`config.mk`:
```
export PLATFORM = sky130hd
export DESIGN_NAME = scale_ctrl
export DESIGN_NICKNAME = d
export VERILOG_FILES = /design/src/rtl/scale_ctrl.sv
export SDC_FILE = /design/constraint.sdc
export NUM_CORES = 1
export LEC_CHECK = 0
export BUFFER_PORTS_ARGS = -buffer_cell sky130_fd_sc_hd__buf_2
export CAP_MARGIN = 20
export CORE_MARGIN = 2
export CORE_UTILIZATION = 45
export DETAILED_ROUTE_END_ITERATION = 8
export GPL_ROUTABILITY_DRIVEN = 0
export PLACE_DENSITY = 0.68
export SYNTH_ARGS = -nofsm -noshare
export SYNTH_HDL_FRONTEND = slang
export SYNTH_SLANG_ARGS = --single-unit
```
`constraint.sdc`:
```
create_clock -name p_clk -period 3.6 [get_ports p_clk]
set_input_delay 0.36 -clock p_clk [delete_from_list [all_inputs] [get_ports p_clk]]
set_output_delay 0.36 -clock p_clk [all_outputs]
set_load 0.03 [all_outputs]
```
`src/rtl/scale_ctrl.sv`:
```
// -----------------------------------------------------------------------------
// scale_ctrl -- control path of a bilinear image scaler.
//
// Walks the destination frame in raster order, requests source row pairs from
// the line buffer, and issues one set of tap coordinates plus fractions per
// output pixel to the interpolation datapath. Issue is gated by a credit
// counter that mirrors free space in the downstream output FIFO.
//
// Ports
//   p_clk, rst              clock, synchronous active-high reset
//   start / busy / done     frame start pulse, frame in progress, end pulse
//   cfg_src_w/h, cfg_dst_w/h source and destination sizes (sampled at start)
//   cfg_step_x/y            fixed-point source step per output pixel
//   row_req/row_idx/row_rdy line-buffer handshake for rows y0 and y0+1
//   pix_en, pix_x0/x1/y0/y1, dx, dy   datapath issue and tap coordinates
//   fifo_pop                downstream consumed one pixel (returns a credit)
//   line_end, frame_end     qualify the last issue of a line / frame
//
// Build option
//   SCALE_CTRL_EDGE_CLAMP_EN  clamp x1/y1 to the last source column/row and
//                             zero the matching fraction; when undefined the
//                             second tap is always x0+1 / y0+1.
//
// State  | meaning
// -------+---------------------------------------------------------------
// IDLE   | waiting for start; cfg sampled on an accepted start
// ROW_REQ| one-cycle row_req for the current output line's top row
// ROW_WAIT| waiting for row_rdy from the line buffer
// RUN    | issuing pixels of the current line while credits remain
// DRAIN  | counting out datapath latency after the frame's last issue
// -----------------------------------------------------------------------------
module scale_ctrl #(
    parameter int SHIFT_BITS = 10,
    parameter int COORD_W    = 11,
    parameter int CREDITS    = 16,
    parameter int PIPE_LAT   = 5
) (
    input  logic                          p_clk,
    input  logic                          rst,
    input  logic                          start,
    output logic                          busy,
    output logic                          done,
    input  logic [COORD_W-1:0]            cfg_src_w,
    input  logic [COORD_W-1:0]            cfg_src_h,
    input  logic [COORD_W-1:0]            cfg_dst_w,
    input  logic [COORD_W-1:0]            cfg_dst_h,
    input  logic [COORD_W+SHIFT_BITS-1:0] cfg_step_x,
    input  logic [COORD_W+SHIFT_BITS-1:0] cfg_step_y,
    output logic                          row_req,
    output logic [COORD_W-1:0]            row_idx,
    input  logic                          row_rdy,
    output logic                          pix_en,
    output logic [COORD_W-1:0]            pix_x0,
    output logic [COORD_W-1:0]            pix_x1,
    output logic [COORD_W-1:0]            pix_y0,
    output logic [COORD_W-1:0]            pix_y1,
    output logic [SHIFT_BITS-1:0]         dx,
    output logic [SHIFT_BITS-1:0]         dy,
    input  logic                          fifo_pop,
    output logic                          line_end,
    output logic                          frame_end
);

    localparam int ACC_W = COORD_W + SHIFT_BITS;
    localparam int CRD_W = $clog2(CREDITS + 1);
    localparam int DRN_W = (PIPE_LAT > 1) ? $clog2(PIPE_LAT) : 1;

    typedef enum logic [2:0] {
        S_IDLE,
        S_ROW_REQ,
        S_ROW_WAIT,
        S_RUN,
        S_DRAIN
    } state_t;

    state_t               r_state;
    state_t               w_state_nxt;

    logic [COORD_W-1:0]   r_src_w, r_src_h, r_dst_w, r_dst_h;
    logic [ACC_W-1:0]     r_step_x, r_step_y;
    logic [ACC_W-1:0]     r_acc_x, r_acc_y;
    logic [COORD_W-1:0]   r_col, r_row;
    logic [CRD_W-1:0]     r_credit;
    logic [DRN_W-1:0]     r_drain_cnt;
    logic                 r_done_zero;

    logic [COORD_W-1:0]   r_pix_x0, r_pix_x1, r_pix_y0, r_pix_y1;
    logic [SHIFT_BITS-1:0] r_dx, r_dy;

    logic                 w_issue;
    logic                 w_last_col;
    logic                 w_last_row;
    logic                 w_drain_tc;
    logic                 w_cfg_zero;
    logic                 w_accept;

    logic [COORD_W-1:0]   w_x0, w_x1, w_y0, w_y1;
    logic [SHIFT_BITS-1:0] w_dx, w_dy;
    logic [COORD_W-1:0]   w_x0_inc, w_y0_inc;

    assign w_issue    = (r_state == S_RUN) && (r_credit != '0);
    assign w_last_col = (r_col == r_dst_w - COORD_W'(1));
    assign w_last_row = (r_row == r_dst_h - COORD_W'(1));
    assign w_drain_tc = (r_state == S_DRAIN) && (r_drain_cnt == '0);
    assign w_cfg_zero = (cfg_dst_w == '0) || (cfg_dst_h == '0);
    assign w_accept   = (r_state == S_IDLE) && start;

    assign w_x0     = r_acc_x[ACC_W-1:SHIFT_BITS];
    assign w_y0     = r_acc_y[ACC_W-1:SHIFT_BITS];
    assign w_x0_inc = w_x0 + COORD_W'(1);
    assign w_y0_inc = w_y0 + COORD_W'(1);

`ifdef SCALE_CTRL_EDGE_CLAMP_EN
    logic w_x_clamp, w_y_clamp;

    // x0+1 >= src_w  <=>  x0+1 would step past the last source column.
    assign w_x_clamp = ({1'b0, w_x0} + (COORD_W+1)'(1)) >= {1'b0, r_src_w};
    assign w_y_clamp = ({1'b0, w_y0} + (COORD_W+1)'(1)) >= {1'b0, r_src_h};
    assign w_x1      = w_x_clamp ? (r_src_w - COORD_W'(1)) : w_x0_inc;
    assign w_y1      = w_y_clamp ? (r_src_h - COORD_W'(1)) : w_y0_inc;
    assign w_dx      = w_x_clamp ? '0 : r_acc_x[SHIFT_BITS-1:0];
    assign w_dy      = w_y_clamp ? '0 : r_acc_y[SHIFT_BITS-1:0];
`else
    // Source sizes only matter for clamping; kept sampled so both builds
    // share the same register set.
    logic w_src_unused;

    assign w_src_unused = ^{r_src_w, r_src_h};
    assign w_x1         = w_x0_inc;
    assign w_y1         = w_y0_inc;
    assign w_dx         = r_acc_x[SHIFT_BITS-1:0];
    assign w_dy         = r_acc_y[SHIFT_BITS-1:0];
`endif

    // Tap outputs show the live coordinates during an issue and hold the
    // last issued set otherwise.
    assign pix_x0  = w_issue ? w_x0 : r_pix_x0;
    assign pix_x1  = w_issue ? w_x1 : r_pix_x1;
    assign pix_y0  = w_issue ? w_y0 : r_pix_y0;
    assign pix_y1  = w_issue ? w_y1 : r_pix_y1;
    assign dx      = w_issue ? w_dx : r_dx;
    assign dy      = w_issue ? w_dy : r_dy;
    assign row_idx = w_y0;

    always_ff @(posedge p_clk) begin
        if (rst) begin
            r_state <= S_IDLE;
        end else begin
            r_state <= w_state_nxt;
        end
    end

    always_comb begin
        w_state_nxt = r_state;
        row_req     = 1'b0;
        pix_en      = w_issue;
        line_end    = w_issue && w_last_col;
        frame_end   = w_issue && w_last_col && w_last_row;
        // busy falls in the same cycle the drain count expires.
        busy        = (r_state != S_IDLE) && !w_drain_tc;
        done        = w_drain_tc || r_done_zero;

        unique case (r_state)
            S_IDLE: begin
                if (start && !w_cfg_zero) begin
                    w_state_nxt = S_ROW_REQ;
                end
            end
            S_ROW_REQ: begin
                row_req     = 1'b1;
                w_state_nxt = S_ROW_WAIT;
            end
            S_ROW_WAIT: begin
                if (row_rdy) begin
                    w_state_nxt = S_RUN;
                end
            end
            S_RUN: begin
                if (w_issue && w_last_col) begin
                    w_state_nxt = w_last_row ? S_DRAIN : S_ROW_REQ;
                end
            end
            S_DRAIN: begin
                if (w_drain_tc) begin
                    w_state_nxt = S_IDLE;
                end
            end
            default: begin
                w_state_nxt = S_IDLE;
            end
        endcase
    end

    always_ff @(posedge p_clk) begin
        if (rst) begin
            r_src_w     <= '0;
            r_src_h     <= '0;
            r_dst_w     <= '0;
            r_dst_h     <= '0;
            r_step_x    <= '0;
            r_step_y    <= '0;
            r_acc_x     <= '0;
            r_acc_y     <= '0;
            r_col       <= '0;
            r_row       <= '0;
            r_credit    <= CRD_W'(CREDITS);
            r_drain_cnt <= '0;
            r_done_zero <= 1'b0;
            r_pix_x0    <= '0;
            r_pix_x1    <= '0;
            r_pix_y0    <= '0;
            r_pix_y1    <= '0;
            r_dx        <= '0;
            r_dy        <= '0;
        end else begin
            // An empty destination finishes immediately without leaving IDLE.
            r_done_zero <= w_accept && w_cfg_zero;

            if (w_accept) begin
                r_src_w  <= cfg_src_w;
                r_src_h  <= cfg_src_h;
                r_dst_w  <= cfg_dst_w;
                r_dst_h  <= cfg_dst_h;
                r_step_x <= cfg_step_x;
                r_step_y <= cfg_step_y;
                r_acc_x  <= '0;
                r_acc_y  <= '0;
                r_col    <= '0;
                r_row    <= '0;
            end

            // Issue and pop in one cycle cancel; pops on a full count are
            // spurious and dropped so the count never exceeds CREDITS.
            case ({w_issue, fifo_pop})
                2'b10: r_credit <= r_credit - CRD_W'(1);
                2'b01: begin
                    if (r_credit != CRD_W'(CREDITS)) begin
                        r_credit <= r_credit + CRD_W'(1);
                    end
                end
                default: ;
            endcase

            if (w_issue) begin
                r_pix_x0 <= w_x0;
                r_pix_x1 <= w_x1;
                r_pix_y0 <= w_y0;
                r_pix_y1 <= w_y1;
                r_dx     <= w_dx;
                r_dy     <= w_dy;
                if (w_last_col) begin
                    r_col   <= '0;
                    r_acc_x <= '0;
                    r_row   <= r_row + COORD_W'(1);
                    r_acc_y <= r_acc_y + r_step_y;
                end else begin
                    r_col   <= r_col + COORD_W'(1);
                    r_acc_x <= r_acc_x + r_step_x;
                end
            end

            // The cycle after the last issue is drain cycle 1 of PIPE_LAT.
            if (w_issue && w_last_col && w_last_row) begin
                r_drain_cnt <= DRN_W'(PIPE_LAT - 1);
            end else if ((r_state == S_DRAIN) && (r_drain_cnt != '0)) begin
                r_drain_cnt <= r_drain_cnt - DRN_W'(1);
            end
        end
    end

endmodule

```
==> impl_metrics.csv, run 1 <==
group,metric,value,unit
routing,wl,27300,um
power_and_ir_drop,vdd_drop_max,0.282,mV
yosys,synth-seq-cells,204,
worst_setup_path,r2r-start,"r_dst_w[0]",
sta,worstMarginPinSlew,0.727,ns
worst_setup_path,cp-startpoint,"r_dst_w[0]",
status,status,"complete, no violations",
sta,rsz0062_at_grt,"no",
floorplan,dieArea,25100,sq um
yosys,syn-instance-count,1371,
worst_setup_path,critPathMaxStageDelay,0.41,ns
worst_setup_path,reg2reg_depth,13,
placed_design,io_buffers,149,
worst_setup_path,end_kind,"primary output",
cts,clockBufferDepth,3,
worst_setup_path,path_max_fanout,6,
cts,cts_tree,"yes",
sta,worst_slew_margin_rel,51.5,%
yosys,synth_ff_type,"dfxtp_1",
floorplan,rows,56,
min_path,hp-class,"primary input to register",
worst_setup_path,cp.depth,10,
grt,grt_pass1_wl,44300,um
final_layout,area_delta_synth_final,17.2,%
flow_run,max-cap-violations,0,
yosys,synth_area,10700,sq um
final_layout,nets,1629,
yosys,synth_edf_count,0,
routing,drc,0,
routing,vias,9757,
yosys,avgSynthCellArea,7.82,sq um
cts,cts_buffers,24,
cts,root_buffer,"clkbuf_16",
worst_setup_path,critPathRequiredTime,3.24,ns
sta,setup_viol,0,
routing,first_pass_iters,5,
grt,grt_usage,21.5,%
routing,avgViaCountPerCell,5.36,
worst_setup_path,path_cells,"inv_1 > ha_2 > or3b_4 > o31a_1 > nor4_4 > nand4b_4 > nor4_4 > nand3_2 > inv_1 > clkbuf_4",
routing,wl_per_cell,15.0,um
sta,tns,0,ns
sta,drv_slew,0,
power_and_ir_drop,leakage,5.58,nW
power_and_ir_drop,fin_total_pwr,5.78,mW
worst_setup_path,crit_slowest_cell,"or3b_4",
cts,clk_pin_slew,0.06,ns
worst_setup_path,cp.arrival,3.05,ns
worst_setup_path,critPathLaunchType,"register",
grt,grt_overflow,0,
worst_setup_path,r2r_slack,0.51,ns
cts,h-tree-depth,1,
floorplan,placeableCoreArea,23400,sq um
placed_design,dp_hpwl,18800,um
worst_setup_path,critical_path_buf_inv_count,3,
yosys,synth_cell_type_count,71,
floorplan,initial_core_util,45.8,%
worst_setup_path,path_delay_family,"simple AND/OR/NAND/NOR gates",
sta,finalClockSkew,0.0139,ns
cts,cts_num_sinks,204,
final_layout,diodes,0,
power_and_ir_drop,power_density,460,nW/um^2
worst_setup_path,regToRegEndpoint,"r_acc_x[15]",
floorplan,fp.dieH,158,um
final_layout,drive_gt1_share,16.0,%
yosys,async_reset_ff_share,0,%
final_layout,register_area,4090,sq um
yosys,syn-num-nets,1516,
worst_setup_path,worst-setup-path-type,"register to primary output",
yosys,ys_seq_area_share,38.1,%
grt,grt_max_degree,85,
sta,period_share,94.7,%
routing,antenna_left,0,
grt,antenna_found_initial,0,
worst_setup_path,critPathCapture,"frame_end",
final_layout,multi_input_area,6210,sq um
final_layout,final.fill_count,2326,
floorplan,pin_count,172,
yosys,yosys_warnings,0,
cts,insertion_delay,0.53,ns
grt,grt_pass1_vias,9202,
floorplan,die_w,158,um
routing,drtIter0Drc,480,
sta,min_period,3.41,ns
sta,finalHoldViolCount,0,
sta,max_freq,0.293,GHz
==> layout by cell type (no fill, tap or decap), types with 11 or more instances in the layout <==
| cell type | Yosys | layout |
|---|---|---|
| nand2_1 | 334 | 334 |
| dfxtp_1 | 204 | 203 |
| a21oi_1 | 183 | 183 |
| buf_2 | 6 | 147 |
| nor2_1 | 70 | 69 |
| ha_1 | 51 | 50 |
| xnor2_1 | 49 | 49 |
| o21ai_0 | 42 | 42 |
| nand3_1 | 35 | 34 |
| xor2_1 | 34 | 34 |
| nor2b_1 | 25 | 25 |
| clkbuf_16 | 0 | 24 |
| a21o_1 | 23 | 22 |
| buf_4 | 13 | 22 |
| a22oi_1 | 21 | 21 |
| inv_1 | 21 | 20 |
| and3_1 | 19 | 19 |
| nor3_1 | 18 | 18 |
| o21ai_1 | 15 | 15 |
| nand3b_1 | 14 | 14 |
| a31oi_1 | 12 | 12 |
| nor4_1 | 11 | 11 |
==> through the flow <==
stage / std cells / utilization, % / cell area (sq um) / setup WS [ns] / hold WS (ns)
final: 1821 / 53.7 / 12600 / 0.192 / 0.0688
after global routing: 1821 / 53.7 / 12600 / 0.00982 / 0.0557
after CTS: 1818 / 53.6 / 12500 / 0.0812 / 0.0494
after detailed placement: 1774 / 49.8 / 11700 / 0.384 / 0.453
after global placement: 1774 / 49.8 / 11700 / 0.461 / 0.449
after floorplan: 1371 / - / 10700 / 0.0650 / 0.440
==> cell families (layout without fill, tap and decap cells) <==
group	count (synthesis)	count (layout)	synth area share, %
simple gates	574	574	24.8
compound gates	350	350	19.5
flops	204	204	38.1
buf+inv	105	236	4.27
xor+xnor	83	83	6.78
fa+ha+maj	54	54	6.51
mux	1	1	0.0934
==> area by class of cell <==
cell class / count / area share [%]
clock inverters: 11 / 1.22
well taps: 319 / 3.18
inverters: 21 / 0.627
flip-flops and latches: 204 / 32.5
multi-input cells: 1062 / 49.5
repair buffers: 171 / 7.32
clock buffers: 33 / 5.69
==> Yosys cell counts, drive strengths merged, types with 4 or more instances <==
master,count,share of area [%]
o211ai,5,0.35
ha,51,6.0
a211oi,6,0.42
or3,6,0.35
nand3b,14,0.98
o21ai,58,2.7
buf,26,1.5
nand2b,6,0.35
a22oi,21,1.5
nor2b,25,1.5
and3,19,1.1
xnor2,49,4.0
nand4b,6,0.63
a31oi,12,0.70
dfxtp,204,38
nand3,35,1.6
nor3,20,1.0
nand4,7,0.41
a21oi,183,8.5
nand2,336,12
nor2,71,2.5
xor2,34,2.8
a221oi,4,0.33
inv,21,0.74
o21a,4,0.28
nor4,16,1.5
clkbuf,58,2.0
o21bai,6,0.42
a21o,23,1.6
==> worst register-to-register path, cell delays in order (launching register included) <==
cell	delay, ns
dfxtp_2	0.34
inv_1	0.07
ha_2	0.20
or3b_4	0.42
o31a_1	0.29
nor4_4	0.34
nand4b_4	0.18
buf_4	0.19
nor3_2	0.22
nor2_2	0.14
buf_4	0.26
o31ai_1	0.09
a2bb2oi_1	0.17
nor2_1	0.05
==> registers in the layout, indices dropped and copies added, names as in the netlist, 21 cells and up <==
name / count
r_acc_x: 21
r_acc_y: 21
r_step_x: 21
r_step_y: 21
==> report_power, final <==
| group | internal, mW | leakage, nW | switching, mW |
|---|---|---|---|
| Clock | 1.61 | 0.424 | 0.983 |
| Sequential | 2.34 | 1.65 | 0.0795 |
| Combinational | 0.304 | 3.50 | 0.473 |
| Total | 4.25 | 5.58 | 1.54 |
==> routing by layer <==
metal  GRT usage, %  vias up  share of wire (%)
met5              0        -                  0
met4           5.49        0                1.8
met3           3.46       33                4.5
met2           36.7      182                 47
met1           28.3     4566                 47
li1               -     4976                  -
==> how the worst min path moves through the flow <==
stage | startpoint | end | cells past startpoint
floorplan | r_step_y[10] | r_step_y[10] | 2
global route | cfg_step_x[5] | r_step_x[5] | 3
finish | cfg_step_y[16] | r_step_y[16] | 3
CTS | cfg_step_y[16] | r_step_y[16] | 3
global placement | r_step_x[7] | r_step_x[7] | 2
detailed placement | r_step_y[18] | r_step_y[18] | 2
==> repair_timing <==
action | CTS | global route
endpoints found under the setup margin | 1 | 1
pin swaps | 1 | 3
gates resized for setup | 2 | 4
setup buffers | 0 | 3
hold buffers | 0 | 0
No activity file was read; power rests on OpenSTA's default activity.
==> run 2: changes to the inputs <==
--- a/config.mk
+++ b/config.mk
@@ -7,11 +7,13 @@
 export LEC_CHECK = 0
 export BUFFER_PORTS_ARGS = -buffer_cell sky130_fd_sc_hd__buf_2
 export CAP_MARGIN = 20
+export CELL_PAD_IN_SITES_DETAIL_PLACEMENT = 1
+export CELL_PAD_IN_SITES_GLOBAL_PLACEMENT = 1
 export CORE_MARGIN = 2
-export CORE_UTILIZATION = 45
+export CORE_UTILIZATION = 38
 export DETAILED_ROUTE_END_ITERATION = 8
 export GPL_ROUTABILITY_DRIVEN = 0
-export PLACE_DENSITY = 0.68
+export PLACE_DENSITY_LB_ADDON = 0.1
 export SYNTH_ARGS = -nofsm -noshare
 export SYNTH_HDL_FRONTEND = slang
 export SYNTH_SLANG_ARGS = --single-unit
==> constraint.sdc (replaced) <==
create_clock -name p_clk -period 3.6 [get_ports p_clk]
set_input_delay 0.18 -clock p_clk [delete_from_list [all_inputs] [get_ports p_clk]]
set_output_delay 0.18 -clock p_clk [all_outputs]
set_load 0.03 [all_outputs]
==> run 2 against run 1 <==
- critical path depth unchanged
- sequential power hardly changed
- via count rose by 3.1%
- global-route usage down 0.41 points
- sequential share of layout area down 1.4 points
- critical path type unchanged
- largest cell class unchanged
- highest routed layer unchanged
==> impl_metrics.csv, run 2 (synthesized netlist as in run 1, its figures left out) <==
group,metric,value,unit
floorplan,dieArea,29600,sq um
power_and_ir_drop,power_density,421,nW/um^2
floorplan,initial_core_util,38.6,%
worst_setup_path,critical_path_buf_inv_count,3,
power_and_ir_drop,leakage,5.76,nW
routing,routed.top_layer,"met4",
worst_setup_path,r2r-start,"r_dst_w[0]",
placed_design,io_buffers,149,
worst_setup_path,cp.arrival,3.19,ns
cts,cts_tree,"yes",
placed_design,pre_cts_ws,0.397,ns
routing,drc,0,
sta,drv_slew,0,
final_layout,area_delta_synth_final,22.3,%
final_layout,drive_gt1_share,14.1,%
routing,wl_per_cell,16.3,um
cts,root_buffer,"clkbuf_16",
sta,whs,0.116,ns
sta,worstMarginPinSlew,0.724,ns
routing,antenna_left,0,
sta,period_share,93.7,%
sta,max_freq,0.296,GHz
cts,h-tree-depth,1,
routing,avgViaCountPerCell,5.21,
final_layout,diodes,0,
worst_setup_path,critPathMaxStageDelay,0.45,ns
placed_design,dpl_cell_area,11700,sq um
final_layout,final_common_cell,"nand2_1",
routing,wl,31500,um
worst_setup_path,path_cells,"inv_1 > ha_1 > or3b_1 > o31a_1 > nor4_4 > nand4b_4 > nor4_4 > nand3_2 > inv_1 > buf_2",
final_layout,nets,1687,
final_layout,fin_util,47.2,%
worst_setup_path,path_delay_family,"simple AND/OR/NAND/NOR gates",
cts,clk_pin_slew,0.06,ns
min_path,hp-class,"primary input to register",
grt,grt_pass1_wl,50900,um
worst_setup_path,end_kind,"primary output",
sta,finalClockSkew,0.0302,ns
routing,dr_wl_met2,15200,um
status,status,"complete, no violations",
sta,min_period,3.37,ns
grt,grt_max_degree,94,
floorplan,pin_count,172,
cts,clockBufferDepth,3,
final_layout,final_cell_mix,"nand2_1, dfxtp_1, a21oi_1, buf_2, nor2_1",
min_path,worstHoldStart,"row_rdy",
final_layout,fin_area,13100,sq um
cts,insertion_delay,0.54,ns
power_and_ir_drop,vdd_drop_max,0.310,mV
worst_setup_path,reg2reg_depth,10,
grt,grt_pass1_vias,10200,
placed_design,place_inst,1829,
routing,drtIter0Drc,420,
sta,rsz0062_at_grt,"no",
grt,grt_usage,21.1,%
final_layout,fin_cells,1931,
worst_setup_path,r2r_slack,0.45,ns
cts,cts_buffers,24,
worst_setup_path,regToRegEndpoint,"r_acc_y[3]",
routing,vias,10100,
sta,worst_slew_margin_rel,51.6,%
routing,wl_met1,14600,um
sta,finalHoldViolCount,0,
placed_design,dp_hpwl,21300,um
floorplan,rows,61,
sta,setup_viol,0,
sta,tns,0,ns
sta,setup_ws,0.225,ns
worst_setup_path,crit_slowest_cell,"or3b_1",
worst_setup_path,critPathRequiredTime,3.42,ns
grt,grt_overflow,0,
worst_setup_path,worst-setup-path-type,"register to primary output",
floorplan,die_w,172,um
worst_setup_path,path_max_fanout,6,
routing,route.met3.wl,1200,um
min_path,hold_depth,5,
worst_setup_path,critPathLaunchType,"register",
floorplan,placeableCoreArea,27800,sq um
cts,cts_num_sinks,204,
routing,first_pass_iters,4,
floorplan,fp.dieH,172,um
flow_run,max-cap-violations,0,
min_path,whs_endpoint,"r_state[0]",
power_and_ir_drop,fin_total_pwr,5.52,mW
grt,antenna_found_initial,0,
==> run 2: cell types whose count changed in the layout (fill, tap and decap cells not counted), sizes merged <==
cell         change
buf              -5
clkinvlp         -2
clkbuf           +1
dlygate4sd3     +64
clkinv           -4
bufinv           -3
==> run 2: where the power goes <==
group | total (mW) | switching (mW) | internal (mW)
combinational | 0.850 | 0.501 | 0.349
sequential | 2.42 | 0.0805 | 2.34
clock | 2.25 | 0.952 | 1.30
total | 5.52 | 1.53 | 3.98
==> run 2: worst max path at each step <==
| stage | start | endpoint | slack [ns] | cells past startpoint |
|---|---|---|---|---|
| final | r_dst_w[0] | frame_end | 0.23 | 10 |
| after CTS | r_dst_w[0] | frame_end | 0.006 | 10 |
| after detailed placement | r_dst_w[0] | r_acc_y[9] | 0.40 | 10 |
| after global routing | r_dst_w[0] | frame_end | 0.03 | 10 |
| after global placement | r_dst_w[0] | r_acc_y[9] | 0.48 | 10 |
| after floorplan | r_credit[0] | r_credit[4] | 0.07 | 14 |
==> run 2: routing by layer <==
layer,GRT usage [%],up-vias
met3,3.59,37
met5,0,-
li1,-,5072
met1,26.6,4819
met4,4.31,0
met2,37.7,134
==> run 2: repair_timing <==
action	4_1_cts	5_1_grt
hold endpoints to repair	64	0
hold buffers	64	0
setup endpoints to repair	0	1
setup buffers	0	1
resized for setup	0	2
==> run 2: worst reg2reg max path, stage by stage (launching register included) <==
cell and delay [ns]:
dfxtp_1 0.36, inv_1 0.08, ha_1 0.21, or3b_1 0.45, o31a_1 0.30, nor4_4 0.31
nand2b_1 0.15, nor4_4 0.49, nand2_2 0.37, nand3_1 0.24, a21oi_1 0.09
==> run 2: final cells by class <==
class	instances	area [sq um]
sequential	204	4080
timing repair buffer	229	1560
clock buffer	35	682
multi-input combinational	1062	6210
clock inverter	2	21.3
inverter	21	78.8
fill	3434	14700
tap	378	473
==> run 3: changes to the inputs <==
--- a/config.mk
+++ b/config.mk
@@ -10,7 +10,7 @@
 export CELL_PAD_IN_SITES_DETAIL_PLACEMENT = 1
 export CELL_PAD_IN_SITES_GLOBAL_PLACEMENT = 1
 export CORE_MARGIN = 2
-export CORE_UTILIZATION = 38
+export CORE_UTILIZATION = 45
 export DETAILED_ROUTE_END_ITERATION = 8
 export GPL_ROUTABILITY_DRIVEN = 0
 export PLACE_DENSITY_LB_ADDON = 0.1
==> constraint.sdc (replaced) <==
create_clock -name p_clk -period 4.2 [get_ports p_clk]
set_input_delay 0.21 -clock p_clk [delete_from_list [all_inputs] [get_ports p_clk]]
set_output_delay 0.21 -clock p_clk [all_outputs]
set_load 0.03 [all_outputs]
==> run 3 against run 2 <==
- first-iteration DRC count is 3.1% lower
- non-clock buffer count is 7 lower
- routed wire length is 0.94% lower
- sequential share of layout area is 0.14 points higher
==> impl_metrics.csv, run 3 (synthesized netlist as in run 1, its figures left out) <==
group,metric,value,unit
status,status,"complete, no violations",
sta,whs,0.0159,ns
sta,finalHoldViolCount,0,
worst_setup_path,cpMostUsedCell,"inv_1",
floorplan,die_w,158,um
placed_design,io_buffers,149,
sta,worstMarginPinSlew,0.973,ns
sta,worst_slew_margin_rel,35.2,%
floorplan,dieArea,25100,sq um
grt,grt_usage,24.8,%
grt,grt_pass1_wl,50800,um
grt,grt_overflow,0,
worst_setup_path,critPathRequiredTime,3.99,ns
worst_setup_path,worst-setup-path-type,"register to primary output",
cts,cts_num_sinks,204,
floorplan,rows,56,
floorplan,fp.dieH,158,um
cts,post_cts_buffers,0,
cts,ctsResizeCount,0,
cts,cts_tree,"yes",
sta,setup_ws,0.508,ns
cts,clk_pin_slew,0.06,ns
final_layout,diodes,0,
cts,cts_buffers,24,
worst_setup_path,r2r-start,"r_credit[0]",
sta,finalClockSkew,0.0256,ns
sta,max_freq,0.271,GHz
floorplan,placeableCoreArea,23400,sq um
placed_design,pre_cts_ws,0.801,ns
worst_setup_path,cp-startpoint,"r_dst_w[0]",
worst_setup_path,crit_slowest_cell,"or3b_1",
routing,vias,10200,
grt,grt_pass1_vias,10300,
placed_design,dp_hpwl,20500,um
final_layout,drive_gt1_share,14.3,%
worst_setup_path,path_max_fanout,6,
worst_setup_path,end_kind,"primary output",
flow_run,max-cap-violations,0,
worst_setup_path,critPathLaunchType,"register",
grt,grt_max_degree,119,
routing,antenna_left,0,
routing,avgViaCountPerCell,5.46,
min_path,worstHoldStart,"cfg_step_y[20]",
sta,rsz0062_at_grt,"no",
sta,setup_viol,0,
sta,tns,0,ns
routing,wl_per_cell,16.7,um
power_and_ir_drop,leakage,5.78,nW
routing,drc,0,
worst_setup_path,path_cells,"inv_1 > ha_1 > or3b_1 > o31a_1 > nor4_4 > nand4b_4 > nor4_2 > nand3_1 > inv_1 > buf_2",
power_and_ir_drop,vdd_drop_max,0.264,mV
worst_setup_path,critPathMaxStageDelay,0.45,ns
final_layout,final_common_cell,"nand2_1",
final_layout,area_delta_synth_final,21.7,%
min_path,hp-class,"primary input to register",
power_and_ir_drop,fin_total_pwr,4.96,mW
grt,antenna_found_initial,0,
routing,wl,31200,um
cts,clockBufferDepth,3,
floorplan,pin_count,172,
sta,drv_slew,0,
worst_setup_path,cp.arrival,3.48,ns
cts,cts_hold_buf,63,
floorplan,initial_core_util,45.8,%
sta,period_share,87.9,%
routing,drtIter0Drc,407,
cts,insertion_delay,0.53,ns
routing,first_pass_iters,4,
cts,h-tree-depth,1,
sta,min_period,3.69,ns
final_layout,final_cell_mix,"nand2_1, dfxtp_1, a21oi_1, buf_2, nor2_1",
final_layout,nets,1680,
power_and_ir_drop,power_density,380,nW/um^2
cts,root_buffer,"clkbuf_16",
## run 3: critical path: cells and delay by family, from the launching register on
family / cells / cell delay [ns]
compound gates: 1 / 0.30
fa+ha+maj: 1 / 0.21
buf+inv: 3 / 0.38
flops: 1 / 0.38
simple gates: 5 / 1.70
## run 3: per-stage QoR
stage	instances	util, %	area [sq um]
global route	1872	55.8	13100
CTS	1872	55.8	13100
detailed placement	1765	49.5	11600
floorplan	1371	-	10700
global placement	1765	49.5	11600
finish	1872	55.8	13100
## run 3: path summary, 6_finish.rpt
path | endpoint | slack (ns) | cells after the start
max | frame_end | 0.51 | 10
min | r_step_y[20] | 0.02 | 3
max reg2reg | r_credit[4] | 0.78 | 11
min reg2reg | r_step_x[10] | 0.46 | 2
## run 3: final cells by class
type | count | area [sq um]
fill | 2914 | 10400
multi-input combinational | 1062 | 6190
sequential | 204 | 4080
timing repair buffer | 222 | 1460
clock buffer | 34 | 698
tap | 319 | 399
clock inverter | 10 | 139
inverter | 21 | 78.8
## run 3: power breakdown
group	switching, mW	internal (mW)	total (mW)
sequential	0.0695	2.00	2.07
clock	0.839	1.34	2.18
combinational	0.424	0.279	0.703
total	1.33	3.62	4.96
## run 3: per-layer routing
layer	GRT usage [%]	part of all wire [%]	vias to the layer above
met1	30.8	44	4952
met3	4.65	4.1	41
met4	6.31	2.3	0
li1	-	-	5067
met2	44.2	49	152
met5	0	0	-
